===== config.mk =====
export PLATFORM = sky130hd
export DESIGN_NAME = wb_select_stage
export DESIGN_NICKNAME = d
export VERILOG_FILES = /design/src/rtl/wb_select_stage.sv
export SDC_FILE = /design/constraint.sdc
export NUM_CORES = 1
export LEC_CHECK = 0
export CAP_MARGIN = 15
export CORE_UTILIZATION = 35
export DETAILED_ROUTE_END_ITERATION = 16
export PLACE_DENSITY = 0.86
export SLEW_MARGIN = 20
export SYNTH_ARGS = -nofsm -noshare
export SYNTH_HDL_FRONTEND = slang
export SYNTH_SLANG_ARGS = --single-unit

===== constraint.sdc =====
create_clock -name clock -period 1.85 [get_ports clock]
set_input_delay 0.37 -clock clock [delete_from_list [all_inputs] [get_ports clock]]
set_output_delay 0.37 -clock clock [all_outputs]
set_load 0.01 [all_outputs]

===== src/rtl/wb_select_stage.sv =====
// Write-back select stage: picks one result source, extracts and extends loads
// from memory data, and registers the write-back once per instruction phase cycle.
module wb_select_stage #(
    parameter int  WIDTH         = 32,
    parameter int  NUM_SRC       = 3,
    parameter int  PHASES        = 10,
    parameter int  CAPTURE_PHASE = 9,
    localparam int SEL_W         = (NUM_SRC > 1) ? $clog2(NUM_SRC) : 1,
    localparam int PHASE_W       = $clog2(PHASES)
) (
    input  logic                     clock,
    input  logic                     reset,
    input  logic                     stall,
    input  logic [SEL_W-1:0]         wbSrc,
    input  logic [NUM_SRC*WIDTH-1:0] srcData,
    input  logic [2:0]               loadMode,
    input  logic [1:0]               byteOff,
    input  logic                     regWriteIn,
    input  logic [4:0]               writeRegIn,
    output logic [WIDTH-1:0]         wbData,
    output logic [4:0]               wbReg,
    output logic                     wbWrite,
    output logic [PHASE_W-1:0]       phase,
    output logic                     selError
);

    localparam logic [PHASE_W-1:0] LAST_PHASE = PHASE_W'(PHASES - 1);
    localparam logic [PHASE_W-1:0] CAP_PHASE  = PHASE_W'(CAPTURE_PHASE);

    logic [PHASE_W-1:0] phase_q, phase_d;
    logic [WIDTH-1:0]   data_q, data_d;
    logic [4:0]         reg_q, reg_d;
    logic               write_q, write_d;
    logic               err_q, err_d;
    logic               capture_s;
    logic               sel_legal_s;
    logic [WIDTH-1:0]   sel_data_s;
    logic [WIDTH-1:0]   ext_data_s;

    assign capture_s   = !stall && (phase_q == CAP_PHASE);
    assign sel_legal_s = (32'(wbSrc) < 32'(NUM_SRC));

    // Source multiplexer; an out-of-range select leaves zero here.
    always_comb begin
        sel_data_s = {WIDTH{1'b0}};
        for (int i = 0; i < NUM_SRC; i++) begin
            sel_data_s = (wbSrc == SEL_W'(i)) ? srcData[i*WIDTH +: WIDTH] : sel_data_s;
        end
    end

    generate
        if (WIDTH == 32) begin : g_load_ext
            logic [7:0]  byte_s;
            logic [15:0] half_s;

            // Load lane extraction and extension, applied to memory data only.
            always_comb begin
                case (byteOff)
                    2'd0:    byte_s = sel_data_s[7:0];
                    2'd1:    byte_s = sel_data_s[15:8];
                    2'd2:    byte_s = sel_data_s[23:16];
                    2'd3:    byte_s = sel_data_s[31:24];
                    default: byte_s = sel_data_s[7:0];
                endcase
                half_s     = byteOff[1] ? sel_data_s[31:16] : sel_data_s[15:0];
                ext_data_s = sel_data_s;
                if (wbSrc == {SEL_W{1'b0}}) begin
                    case (loadMode)
                        3'b001:  ext_data_s = {{24{byte_s[7]}}, byte_s};
                        3'b010:  ext_data_s = {24'h000000, byte_s};
                        3'b011:  ext_data_s = {{16{half_s[15]}}, half_s};
                        3'b100:  ext_data_s = {16'h0000, half_s};
                        default: ext_data_s = sel_data_s;
                    endcase
                end else begin
                    ext_data_s = sel_data_s;
                end
            end
        end else begin : g_no_ext
            assign ext_data_s = sel_data_s;
        end
    endgenerate

    // Next-state: phase advance and one capture per instruction.
    always_comb begin
        phase_d = phase_q;
        data_d  = data_q;
        reg_d   = reg_q;
        write_d = 1'b0;
        err_d   = err_q;
        if (!stall) begin
            phase_d = (phase_q == LAST_PHASE) ? {PHASE_W{1'b0}} : phase_q + PHASE_W'(1);
        end else begin
            phase_d = phase_q;
        end
        if (capture_s) begin
            reg_d = writeRegIn;
            if (sel_legal_s) begin
                data_d  = ext_data_s;
                write_d = regWriteIn;
            end else begin
                data_d  = {WIDTH{1'b0}};
                write_d = 1'b0;
                err_d   = 1'b1;
            end
        end else begin
            write_d = 1'b0;
        end
    end

    // State and output registers; reset drops any instruction in flight.
    always_ff @(posedge clock or negedge reset) begin
        if (!reset) begin
            phase_q <= {PHASE_W{1'b0}};
            data_q  <= {WIDTH{1'b0}};
            reg_q   <= 5'd0;
            write_q <= 1'b0;
            err_q   <= 1'b0;
        end else begin
            phase_q <= phase_d;
            data_q  <= data_d;
            reg_q   <= reg_d;
            write_q <= write_d;
            err_q   <= err_d;
        end
    end

    assign wbData   = data_q;
    assign wbReg    = reg_q;
    assign wbWrite  = write_q;
    assign phase    = phase_q;
    assign selError = err_q;

endmodule


## Word level (Yosys, flattened, before mapping)

Cells that the tools add are included.

| cells by class | value |
|---|---|
| multiplexer cells | 11 |
| equality and inequality tests | 10 |
| bitwise gates (word level) | 1 |
| add/sub/neg operators | 1 |
| $lt $le $gt $ge | 1 |
| reductions and logical operators | 5 |

Operator list:

| kind | number |
|---|---|
| $mux W32 | 5 |
| $pmux W32 S4 | 1 |
| $pmux W8 S4 | 1 |
| $mux W16 | 1 |
| $eq A2 B2 Y1 const B | 3 |
| $eq A3 B2 Y1 const B | 2 |
| $add A4 B1 Y4 const B | 1 |
| $eq A2 B1 Y1 const B | 2 |
| $eq A4 B4 Y1 const B | 1 |
| $logic_not A2 Y1 | 2 |
| $mux W4 | 1 |
| $eq A3 B1 Y1 const B | 1 |
| $eq A3 B3 Y1 const B | 1 |
| $lt A2 B2 Y1 const B | 1 |
| $mux W1 | 2 |
| $reduce_and A2 Y1 | 1 |
| $logic_and A1 B1 Y1 | 1 |
| $logic_not A1 Y1 | 1 |
| $not A1 Y1 | 1 |

| word-level totals | value |
|---|---|
| output and inout bits | 43 |
| register bits after elaboration | 43 |
| bits of input ports | 112 |
| word-level logic and storage cells | 34 |

## Logic depth before layout (Yosys ltp)

| depth | value |
|---|---|
| depth in word-level cells | 8 |
| mapped depth | 8 |
| depth with buffers taken out | 5 |

## Worst setup path after synthesis

OpenSTA, ideal clock, no wires.

| timing path | value |
|---|---|
| kind | in2reg |
| from | input wbSrc[1] |
| to | register data_q[6] (netlist: wbData[6]) |
| stages | 8 |
| path slack | -0.178 ns |
| setup time | 0.126 ns |
| arrival time | 1.902 ns |
| cells stage by stage | buf_6 > buf_2 > buf_2 > mux2i_1 > o2bb2ai_1 > mux2i_1 > o21ai_0 > a221o_1 |

| on the way | value |
|---|---|
| cells in the longest elaborated chain, start to end | 8 |

Ends and longest elaborated chain:

| what | line | text |
|---|---|---|
| from (decl) | 14 | `input logic [SEL_W-1:0] wbSrc,` |
| $logic_not A2 Y1 | 47, 67 |  |
| $mux W32 (3 in series) | 47 | `sel_data_s = (wbSrc == SEL_W'(i)) ? srcData[i*WIDTH +: WIDTH] : sel_data_s;` |
| $pmux W8 S4 / $mux W16 (equally long branches) | 58, 65 |  |
| $pmux W32 S4 | 68 | `case (loadMode)` |
| $mux W32 | 67 | `if (wbSrc == {SEL_W{1'b0}}) begin` |
| $mux W32 * | 98 | `if (sel_legal_s) begin` |
| to (signal assigned) | 115 | `data_q <= {WIDTH{1'b0}};` |
| to (signal assigned) | 121 | `data_q <= data_d;` |
| to (decl) | 31 | `logic [WIDTH-1:0] data_q, data_d;` |

Mark *: on every way between the ends. The rest lies on a longest branch, timed or not.
A chain may end at the register's enable or synchronous reset.

## Worst setup path in the final report

| timing path | value |
|---|---|
| from | input wbSrc[0] |
| to | register data_q[7] (netlist: wbData[7]) |

Same word-level chain as after synthesis.

==> metrics.md <==
| Metric | Value |
|---|---|
| Final ANT Viol Nets | `0` |
| Clk_skew | `7.85 ps` |
| Chip width | `93.7 um` |
| Asr flop ratio synth | `100%` |
| Syn nets | `~440` |
| Tightest Pin Transition | `between 700 and 800 ps` |
| Nets | `between 600 and 700` |
| Core area | `0.00818 mm2` |
| Top_reg_cell synth | `dfrtp_1` |
| R2R depth | `8` |
| Sequential area share after synthesis | `36.6%` |
| WHS | `between 100 and 150 ps` |
| Yosys cell types | `39` |
| Initial antenna violation count | `0` |
| CTS tree | `done` |
| Worst slew margin | `51.6%` |
| Dpl hpwl | `around 8.4 mm` |
| Crit Path Class | `primary input to register` |
| Clock slew at reported path FFs | `90 ps` |
| Via count | `3,486` |
| CP Capture Type | `register` |
| EDFF count, synth | `0` |
| Status | `completed` |
| H-tree Lvls | `2` |
| # setup viols final | `0` |
| DRT iter0 DRCs | `228` |
| Total power after layout | `4.76 mW` |
| Fraction of layout cells with a size suffix above 1 | `24.7%` |
| Power per cell area | `867 mW/mm2` |
| Port bufs | `154` |
| Largest net degree at the start of global routing | `34` |
| Syn-to-layout area delta | `86.6%` |
| Slowest stage delay, CP | `490 ps` |
| Worst-path cell chain | `clkdlybuf4s15_2 > nor2b_2 > buf_4 > o2bb2ai_1 > mux4_2 > a32oi_1 > a21bo_2` |
| Crit path launch type | `primary input` |
| Setup WS pre-CTS | `-895 ps` |
| Starting Density | `36.0%` |
| Root Buffer | `clkbuf_8` |
| Critical Path AT | `approximately 2000 ps` |
| CTS buffer count | `5` |
| Vias in the first global route | `3,504` |
| First drt pass iteration count | `6` |
| Final GP Congestion | `0.848` |
| Syn_area_per_cell | `a little over 9 um2` |
| Fmax | `0.548 GHz` |
| Synth Instances | `between 300 and 400` |
| IO Pins | `155` |
| Post-route DRC | `0` |
| Lkg Pwr | `approximately 2.4 nW` |
| Worst setup margin | `26.8 ps` |
| Period utilization | `98.6%` |
| Number of max-cap violations | `0` |
| Max Fanout on Critical Path | `10` |
| Reg2Reg Setup Slack | `170 ps` |
| Overall Global Routing Usage | `between 20% and 30%` |
| #FFs+latches synth | `43` |
| Total congestion overflow | `0` |
| Drt wl/cell | `17.5 um` |
| Fin. Hold Viols | `0` |
| Clock latency on the worst-skew pair | `310 ps` |
| Clock sinks | `between 40 and 50` |
| Full die area | `between 0.008 and 0.009 mm2` |
| Drt total wl | `11.4 mm` |
| Synthesized area | `0.00294 mm2` |
| DR vias/cell | `about 5.4` |
| VDD IR max | `around 440 uV` |
| Die height | `93.7 um` |
| Worst EP required | `2060 ps` |
| Num rows | `33` |
| Crit-path slowest cell | `mux4_2` |
| Synthesis Warnings | `0` |
| First-pass GRT wire length | `17.2 mm` |
| Max Slew Vio Count | `0` |
| Final antenna diode count | `0` |
| Minimum clock period | `approximately 1800 ps` |
| Clock Path Buffers | `2` |
| HP Class | `primary input to async pin` |
-- worst max-delay path, delay by kind of cell --
kind,cells,cell delay (ps)
mux,1,490
compound gates,3,570
simple gates,1,190
buf+inv,2,400
-- power by group --
group	switching, mW	internal [mW]	total [mW]
sequential	0.269	1.31	1.58
combinational	1.01	1.42	2.42
clock	0.351	0.402	0.754
total	1.63	3.13	4.76
-- registers in the layout (all words and copies together), names as in the netlist --
name,cells
wbWrite,1
phase,4
wbReg,5
wbData,32
selError,1
-- cell type report --
| class | instances | area, um2 |
|---|---|---|
| inverters | 3 | 18.8 |
| flip-flops and latches | 43 | 1080 |
| clock inverters | 3 | 43.8 |
| well taps | 105 | 131 |
| repair buffers | 237 | 2270 |
| multi-input cells | 255 | 1880 |
| clock buffers | 5 | 68.8 |
| fillers | 620 | 2690 |
-- logic make-up (layout without fill, tap and decap cells) --
family | after synthesis | count (layout) | share of synthesized area (%)
simple gates | 106 | 106 | 16.2
compound gates | 103 | 103 | 26.5
mux | 43 | 43 | 15.9
flops | 43 | 43 | 36.6
buf+inv | 25 | 248 | 4.00
xor+xnor | 3 | 3 | 0.893
-- cells in the final DEF, fill, tap and decap left out, types with 2 or more instances in the layout --
cell             instances
a221o_1                  7
and2_1                  10
buf_12                   4
buf_2                    3
buf_4                   72
buf_6                    6
clkbuf_8                 5
clkdlybuf4s15_1          4
clkdlybuf4s50_1        137
dfrtp_1                 43
dlygate4sd2_1            5
dlymetal6s2s_1           2
mux2i_1                 33
mux2i_2                  4
mux2i_4                  3
mux4_2                   3
nand2_1                 58
nand2b_1                 6
nand3b_1                 2
nor2_1                  19
nor2_4                   2
nor3_1                   2
nor3_2                   2
o21ai_0                 33
o21ai_1                  7
o21ai_2                 11
o2bb2ai_1               22
o2bb2ai_2                2
o31a_1                   7
xnor2_1                  3
-- per-layer routing --
metal | global-route usage (%) | vias to the layer above | wire length (um)
met5 | 0 | - | 0
met4 | 8.85 | 0 | 278
met3 | 5.42 | 33 | 824
met2 | 45.2 | 175 | 5890
met1 | 30.9 | 1652 | 4390
li1 | - | 1626 | -
-- Yosys cell counts (all sizes together) (2+ instances only) --
master   count  share of area, %
mux2i       40                14
mux4         3               2.3
nor3         4              0.85
dfrtp       43                37
o21ai       51                10
o2bb2ai     24               7.1
a221o        7               2.4
and2        10               2.1
nand3b       2              0.51
clkbuf      12               1.5
nor2        21               2.7
nor2b        2              0.43
nand2       58               7.4
o21a         2              0.51
inv          3              0.38
xnor2        3              0.89
buf         10               2.1
o31a         7               2.1
nand2b       6               1.3
-- path summary, 6_finish.rpt --
check	start	end
max	wbSrc[0]	wbData[7]
min	reset	wbReg[0]
max reg2reg	phase[2]	wbData[28]
min reg2reg	selError	selError
max in group asynchronous	reset	wbData[5]
min in group clock	selError	selError
-- metrics by stage --
stage | cells | area, um2 | TNS [ps] | utilization, %
2_1_floorplan | 323 | 2950 | -1350 | -
3_3_place_gp | 622 | 4980 | -23480 | 60.9
3_5_place_dp | 622 | 4980 | -25630 | 60.9
4_1_cts | 649 | 5380 | -155 | 65.8
5_1_grt | 651 | 5490 | -47.8 | 67.1
6_report | 651 | 5490 | 0 | 67.1
-- repair_timing --
action                                  CTS  global route
setup buffers                            17             2
pin swaps                                10             5
gates cloned                              2             0
gates resized for setup                  52            29
endpoints found under the setup margin   33            31
hold buffers                              0             0
Note: power is estimated with default switching activity, not from simulation.
